`src/rtl/shift_row_unit.sv`:
```
// Registered Rijndael row-rotation stage (ShiftRows / InvShiftRows, per-beat direction)
// with a 2-entry valid/ready output queue.
module shift_row_unit #(
  parameter int NB = 4
) (
  input  logic              clk,
  input  logic              rst_n,
  input  logic              flush,
  input  logic              in_valid,
  output logic              in_ready,
  input  logic              in_inv,
  input  logic [0:32*NB-1]  in_state,
  output logic              out_valid,
  input  logic              out_ready,
  output logic [0:32*NB-1]  out_state,
  output logic              out_inv,
  output logic [1:0]        level
);

  localparam int W = 32 * NB;

  if (NB != 4 && NB != 6 && NB != 8) begin : g_bad_nb
    $error("shift_row_unit: NB must be 4, 6 or 8");
  end

  // Rows 2 and 3 rotate one extra column for the 256-bit-block variant.
  function automatic int row_shift(input int r);
    if (NB == 8 && r >= 2) return r + 1;
    return r;
  endfunction

  logic [0:W-1] shifted;

  always_comb begin
    shifted = '0;
    for (int c = 0; c < NB; c++) begin
      for (int r = 0; r < 4; r++) begin
        if (in_inv)
          shifted[8*(4*c+r) +: 8] = in_state[8*(4*((c - row_shift(r) + NB) % NB) + r) +: 8];
        else
          shifted[8*(4*c+r) +: 8] = in_state[8*(4*((c + row_shift(r)) % NB) + r) +: 8];
      end
    end
  end

  logic [0:W-1] head_state_q, head_state_d;
  logic [0:W-1] tail_state_q, tail_state_d;
  logic         head_inv_q, head_inv_d;
  logic         tail_inv_q, tail_inv_d;
  logic [1:0]   level_q, level_d;
  logic         push, pop;

  assign in_ready  = (level_q != 2'd2) && !flush;
  assign out_valid = (level_q != 2'd0);
  assign push      = in_valid && in_ready;
  assign pop       = out_valid && out_ready;

  // NOTE: every always_comb output gets its hold value first, so no path can infer a latch.
  always_comb begin
    head_state_d = head_state_q;
    head_inv_d   = head_inv_q;
    tail_state_d = tail_state_q;
    tail_inv_d   = tail_inv_q;
    level_d      = level_q;
    if (flush) begin
      head_state_d = '0;
      head_inv_d   = 1'b0;
      tail_state_d = '0;
      tail_inv_d   = 1'b0;
      level_d      = 2'd0;
    end else begin
      unique case (level_q)
        2'd0: begin
          if (push) begin
            head_state_d = shifted;
            head_inv_d   = in_inv;
            level_d      = 2'd1;
          end
        end
        2'd1: begin
          if (push && pop) begin
            head_state_d = shifted;
            head_inv_d   = in_inv;
          end else if (push) begin
            tail_state_d = shifted;
            tail_inv_d   = in_inv;
            level_d      = 2'd2;
          end else if (pop) begin
            head_state_d = '0;
            head_inv_d   = 1'b0;
            level_d      = 2'd0;
          end
        end
        default: begin
          if (pop) begin
            head_state_d = tail_state_q;
            head_inv_d   = tail_inv_q;
            tail_state_d = '0;
            tail_inv_d   = 1'b0;
            level_d      = 2'd1;
          end
        end
      endcase
    end
  end

  // NOTE: the queue storage is reset, not just the occupancy, because out_state must read zero
  // (never X) straight out of reset and after a mid-stream reset.
  always_ff @(posedge clk or negedge rst_n) begin
    if (!rst_n) begin
      head_state_q <= '0;
      head_inv_q   <= 1'b0;
      tail_state_q <= '0;
      tail_inv_q   <= 1'b0;
      level_q      <= 2'd0;
    end else begin
      head_state_q <= head_state_d;
      head_inv_q   <= head_inv_d;
      tail_state_q <= tail_state_d;
      tail_inv_q   <= tail_inv_d;
      level_q      <= level_d;
    end
  end

  assign out_state = head_state_q;
  assign out_inv   = head_inv_q;
  assign level     = level_q;

endmodule
```
`config.mk`:
```
export PLATFORM = sky130hd
export DESIGN_NAME = shift_row_unit
export DESIGN_NICKNAME = d
export VERILOG_FILES = /design/src/rtl/shift_row_unit.sv
export SDC_FILE = /design/constraint.sdc
export NUM_CORES = 1
export LEC_CHECK = 0
export ABC_AREA = 1
export CORE_ASPECT_RATIO = 0.8
export CORE_MARGIN = 3
export CORE_UTILIZATION = 40
export DETAILED_ROUTE_END_ITERATION = 12
export HOLD_SLACK_MARGIN = 0.08
export PLACE_DENSITY = 0.72
export SLEW_MARGIN = 20
export SYNTH_ARGS = -nofsm -noshare
export SYNTH_HDL_FRONTEND = slang
export SYNTH_SLANG_ARGS = --single-unit
```
`constraint.sdc`:
```
create_clock -name clk -period 1.9 [get_ports clk]
set_clock_uncertainty 0.1 [all_clocks]
set_input_delay 0.38 -clock clk [delete_from_list [all_inputs] [get_ports clk]]
set_output_delay 0.38 -clock clk [all_outputs]
set_load 0.01 [all_outputs]
```
==> results.sh, run 1 <==
export IMPL_outcome="finished, violations left"
export IMPL_violations="setup timing"
export IMPL_drive_gt1_frac=0.0988
export IMPL_grt_pass1_wl_mm=68.0
export IMPL_synth_area_leaders="dfrtp_1, nand2_1, inv_1, o21ai_1, nor2_1"
export IMPL_drt_iter0_markers=1119
export IMPL_max_freq_ghz=0.525
export IMPL_post_synth_top_count_cell="nand2_1"
export IMPL_instances_no_fill=2722
export IMPL_ff_latch_area_sq_um=6510
export IMPL_postPlaceCellArea_sq_um=17400
export IMPL_clockBufferDepth=3
export IMPL_dr_total_vias=13700
export IMPL_end_kind="register"
export IMPL_yosysTopAreaCellShare=0.473
export IMPL_synth_top_flop_cell="dfrtp_1"
export IMPL_routedWlPerCell_um=16.8
export IMPL_min_period_ns=1.90
export IMPL_drt_drc_violations_left=0
export IMPL_yosys_top_cells_count="nand2_1, dfrtp_1, inv_1"
export IMPL_area_growth_pct=36.5
export IMPL_syn_num_nets=2147
export IMPL_row_count=60
export IMPL_num_fill_cells=3127
export IMPL_die_w_um=213
export IMPL_grt_overflow_total=0
export IMPL_io_pins=267
export IMPL_port_buffers=266
export IMPL_htree_num_levels=1
export IMPL_grt_max_degree=211
export IMPL_place_inst=2650
export IMPL_num_nets_final=2400
export IMPL_peakVddDrop_v=0.000643
export IMPL_clk_latency_ns=0.55
export IMPL_crit_type="register to register"
export IMPL_path_max_fanout=11
export IMPL_holdCritPathClass="input pin to register"
export IMPL_setup_slack_ns=-0.00435
export IMPL_gp_routability_congestion=0.871
export IMPL_critical_path_required_ns=2.29
export IMPL_grt_setup_unrepaired="yes"
export IMPL_drtAntennaViolNets=0
export IMPL_cap_violations=0
export IMPL_dieArea_sq_um=36700
export IMPL_postSynthAreaPerCell_sq_um=6.83
export IMPL_finalCritPeriodShare=1.00
export IMPL_synth_cells=2013
export IMPL_ys_seq_area_frac=0.473
export IMPL_synth_largest_area_cell="dfrtp_1"
export IMPL_synth_edff_count=0
export IMPL_p_per_area_nw_per_um2=1260
export IMPL_first_global_vias=12800
export IMPL_dp_hpwl_mm=29.0
export IMPL_multi_input_area_sq_um=5940
export IMPL_relSlewSlack=0.593
export IMPL_track_usage=0.231
export IMPL_cts_root_buf="clkbuf_16"
export IMPL_synthArstFlopShare=1.00
export IMPL_p_leak_nw=9.92
export IMPL_drv_slew=0
export IMPL_design_area_sq_um=18800
export IMPL_worst_pin_slew_ns=0.611
export IMPL_routed_wl_mm=45.8
export IMPL_path_clk_slew_ns=0.06
export IMPL_cts_sinks=260
export IMPL_start_kind="register"
export IMPL_dr_pass1_iters=7
export IMPL_setup_viol=3
export IMPL_start_util=0.407
export IMPL_synth_cell_types=20
export IMPL_cts_buffers=29
export IMPL_cp_arrival_ns=2.29
export IMPL_via_per_inst=5.03
export IMPL_final_hold_viol_count=0
export IMPL_antenna_found_initial=1
export IMPL_synth_seq_cells=260
export IMPL_dieHeight_um=172
export IMPL_tritoncts="done"
export IMPL_yosysWarnings=0
export IMPL_syn_area_sq_um=13800
export IMPL_core_sq_um=33800
layer usage:
metal | global-route usage | vias up | part of all wire
li1 | - | 6660 | -
met1 | 0.326 | 6443 | 0.45
met2 | 0.359 | 509 | 0.44
met3 | 0.0617 | 73 | 0.089
met4 | 0.0540 | 0 | 0.023
met5 | 0 | - | 0
metrics by stage:
stage | TNS [ns] | hold WS (ns) | util | setup slack (ns) | total power, mW
floorplan | 0 | -0.0156 | - | 0.204 | 12.6
global route | -4.29 | 0.176 | 0.556 | -0.0683 | 25.1
global placement | -15.43 | 0.188 | 0.514 | -0.114 | 17.2
detailed placement | -24.00 | 0.189 | 0.514 | -0.164 | 17.3
CTS | -0.0139 | 0.0994 | 0.538 | -0.0139 | 22.6
finish | -0.00564 | 0.171 | 0.556 | -0.00435 | 23.6
layout by cell type (no fill, tap or decap), types with 6 or more instances in the layout:
cell type	synthesis	routed
nand2_2	1	59
nand2_4	0	6
inv_1	228	227
nand4_1	65	65
clkdlybuf4s50_1	0	130
o21ai_1	103	103
clkbuf_8	0	6
dlygate4sd2_1	0	130
nand2_1	912	848
clkbuf_16	0	41
dfrtp_1	260	258
nor3_1	64	64
clkbuf_1	67	8
o21ai_0	94	93
buf_4	27	41
nor2_1	132	131
buf_12	0	33
cell type report:
class | instances | share of cell area
Antenna cell | 1 | 0.000133
Inverter | 232 | 0.0464
Sequential cell | 260 | 0.347
Clock inverter | 9 | 0.00653
Multi-Input combinational cell | 1380 | 0.316
Clock buffer | 43 | 0.0446
Timing Repair Buffer | 363 | 0.210
Tap cell | 434 | 0.0289
flip-flops by register name (all words and copies together), names as in the netlist:
signal / count
out_state: 128
tail_state_q: 128
tail_inv_q: 1
out_inv: 1
level: 2
worst paths after layout:
kind,start,endpoint,slack [ns],cells past startpoint
worst min-delay path,flush,level[1]$_DFFE_PN0P_,0.17,4
worst max-delay path,level[1]$_DFFE_PN0P_,out_state[25]$_DFFE_PN0P_,-0.004,10
min in group asynchronous,rst_n,out_state[114]$_DFFE_PN0P_,0.21,2
worst max register to register,level[1]$_DFFE_PN0P_,out_state[25]$_DFFE_PN0P_,-0.004,10
worst min register to register,out_state[3]$_DFFE_PN0P_,out_state[3]$_DFFE_PN0P_,0.37,2
max in group asynchronous,rst_n,out_state[41]$_DFFE_PN0P_,0.88,3
repair_timing:
action / in CTS / in global routing
setup buffers: 1 / 5
hold endpoints to repair: 260 / 0
resized for setup: 145 / 85
cloned: 0 / 12
endpoints found under the setup margin: 133 / 115
hold buffers: 1 / 0
pin swaps: 0 / 18
logic make-up after synthesis:
| group | share of synthesized area |
|---|---|
| flip-flops | 0.473 |
| AO/OA/AOI/OAI | 0.0734 |
| buffers and inverters | 0.113 |
| AND/OR/NAND/NOR | 0.341 |
worst max-delay path, stage by stage (launching register included):
cell and delay [ns]:
dfrtp_4 0.52, buf_8 0.15, nand2_4 0.07, nand3_4 0.08
o21bai_4 0.31, clkbuf_16 0.24, buf_12 0.14, nand2_1 0.06
nand2_1 0.07, nand2_1 0.06, nand2_1 0.06
report_power, final:
part | total (mW) | internal [mW] | switching (mW)
Clock | 5.75 | 3.44 | 2.31
Combinational | 10.2 | 4.06 | 6.12
Sequential | 7.65 | 6.88 | 0.771
Total | 23.6 | 14.4 | 9.20
Power figures use the tool's default switching activity.
==> run 2, diff against run 1 <==
CORE_UTILIZATION = 53   (was 40)
PLACE_DENSITY = unset   (was 0.72)
PLACE_DENSITY_LB_ADDON = 0.3   (was unset)
==> results.sh, run 2 (same netlist as run 1, synthesis figures left out) <==
export IMPL_outcome="finished, violations left"
export IMPL_violations="setup timing"
export IMPL_holdCritPathClass="input pin to register"
export IMPL_cp_arrival_ns=2.36
export IMPL_port_buffers=266
export IMPL_via_per_inst=5.37
export IMPL_p_leak_nw=10.0
export IMPL_clk_latency_ns=0.54
export IMPL_htree_num_levels=1
export IMPL_die_w_um=186
export IMPL_first_global_vias=12800
export IMPL_setup_slack_ns=-0.0699
export IMPL_area_growth_pct=36.6
export IMPL_num_fill_cells=1921
export IMPL_grt_setup_unrepaired="yes"
export IMPL_seqPwrFrac=0.319
export IMPL_row_count=52
export IMPL_dieArea_sq_um=27900
export IMPL_grt_pass1_wl_mm=67.1
export IMPL_r2r_slack_ns=-0.07
export IMPL_io_pins=267
export IMPL_most_common_layout_cells="nand2_1, dfrtp_1, inv_1"
export IMPL_worst_pin_slew_ns=0.620
export IMPL_finalCritPeriodShare=1.04
export IMPL_relSlewSlack=0.587
export IMPL_dp_hpwl_mm=28.4
export IMPL_clockBufferDepth=3
export IMPL_max_freq_ghz=0.508
export IMPL_cts_buffers=29
export IMPL_internal_power_mw=14.8
export IMPL_drtAntennaViolNets=0
export IMPL_combPwrFrac=0.447
export IMPL_start_kind="register"
export IMPL_gp_routability_congestion=0.909
export IMPL_dieHeight_um=150
export IMPL_switching_power_mw=9.45
export IMPL_drv_slew=0
export IMPL_grt_max_degree=133
export IMPL_peakVddDrop_v=0.000850
export IMPL_dr_total_vias=14300
export IMPL_grt_overflow_total=0
export IMPL_finish_utilization=0.738
export IMPL_antenna_cells=0
export IMPL_path_clk_slew_ns=0.06
export IMPL_critical_path_required_ns=2.29
export IMPL_final_hold_viol_count=0
export IMPL_antenna_found_initial=1
export IMPL_core_sq_um=25400
export IMPL_mostFrequentLayoutCell="nand2_1"
export IMPL_design_area_sq_um=18800
export IMPL_clockPowerShare=0.234
export IMPL_routed_wl_mm=46.7
export IMPL_fin_total_pwr_mw=24.2
export IMPL_postPlaceCellArea_sq_um=17200
export IMPL_drt_drc_violations_left=0
export IMPL_start_util=0.541
export IMPL_p_per_area_nw_per_um2=1290
export IMPL_routedWlPerCell_um=17.6
export IMPL_min_period_ns=1.97
export IMPL_end_kind="register"
export IMPL_setup_viol=97
export IMPL_path_max_fanout=6
export IMPL_num_nets_final=2416
export IMPL_crit_type="register to register"
export IMPL_cts_root_buf="clkbuf_16"
export IMPL_swShare=0.390
export IMPL_holdWs_ns=0.211
export IMPL_cts_sinks=260
export IMPL_dr_pass1_iters=6
export IMPL_drive_gt1_frac=0.0829
export IMPL_tritoncts="done"
export IMPL_drt_iter0_markers=1771
export IMPL_track_usage=0.298
export IMPL_cap_violations=0
==> run 2: cell types whose count changed in the layout (fill, tap and decap cells not counted), moves of 5 or more <==
| cell | previous run | this run |
|---|---|---|
| nand2_2 | 59 | 7 |
| o21ai_2 | 1 | 7 |
| clkbuf_16 | 41 | 47 |
| buf_6 | 5 | 11 |
| nand2_1 | 848 | 905 |
| nand2_4 | 6 | 1 |
==> run 2: final timing paths <==
| check | from | end | depth (start not counted) |
|---|---|---|---|
| max | level[1]$_DFFE_PN0P_ | out_state[15]$_DFFE_PN0P_ | 11 |
| min | flush | level[0]$_DFFE_PN0P_ | 4 |
| max reg2reg | level[1]$_DFFE_PN0P_ | out_state[15]$_DFFE_PN0P_ | 11 |
| min reg2reg | out_state[100]$_DFFE_PN0P_ | out_state[100]$_DFFE_PN0P_ | 2 |
| max in group asynchronous | rst_n | out_state[54]$_DFFE_PN0P_ | 3 |
| min in group asynchronous | rst_n | out_state[1]$_DFFE_PN0P_ | 2 |
==> run 2: layout make-up <==
class | instances | area, sq um | area share
Sequential cell | 260 | 6510 | 0.347
Multi-Input combinational cell | 1380 | 5790 | 0.308
Timing Repair Buffer | 379 | 4230 | 0.225
Inverter | 232 | 873 | 0.0465
Clock buffer | 44 | 812 | 0.0432
Tap cell | 351 | 439 | 0.0234
Clock inverter | 9 | 124 | 0.00660
==> run 2: power by group through the flow <==
stage,clock network (mW),logic (mW),registers (mW)
floorplan,0,4.61,8.01
global placement,0,9.29,7.73
detailed placement,0,9.49,7.77
CTS,5.70,8.99,7.69
global route,5.97,11.7,7.86
finish,5.68,10.8,7.72
==> run 2: metrics by stage <==
stage / TNS (ns) / worst slack [ns] / cells
final: -1.74 / -0.0699 / 2655
after global routing: -12.28 / -0.127 / 2655
after CTS: -0.0607 / -0.0488 / 2621
after detailed placement: -31.22 / -0.196 / 2564
after global placement: -20.87 / -0.145 / 2564
after floorplan: 0 / 0.204 / 2013
==> run 2: worst max-delay path, stage by stage, from the launching register on <==
cell and delay [ns]:
dfrtp_4 0.53, buf_4 0.16, nand2_1 0.07, nand3_2 0.11, o21bai_4 0.19, buf_12 0.16, clkbuf_16 0.18, clkbuf_16 0.15
nand2_1 0.06, nand2_1 0.06, nand2_1 0.08, nand2_1 0.06
==> run 2: per-layer routing <==
metal  part of all wire  vias to the layer above  routed length, um  GRT usage
met3              0.097                      105               4520     0.0544
li1                   -                     6685                  -          -
met1               0.42                     6732              19800      0.441
met4              0.030                        0               1410     0.0878
met5                  0                        -                  0          0
met2               0.45                      729              20900      0.447
==> run 2: timing repair <==
action,4_1_cts,5_1_grt
hold endpoints to repair,260,0
setup endpoints to repair,133,209
pin swaps,0,9
gates resized for setup,148,41
hold buffers,1,0
gates cloned,0,23
setup buffers,3,11
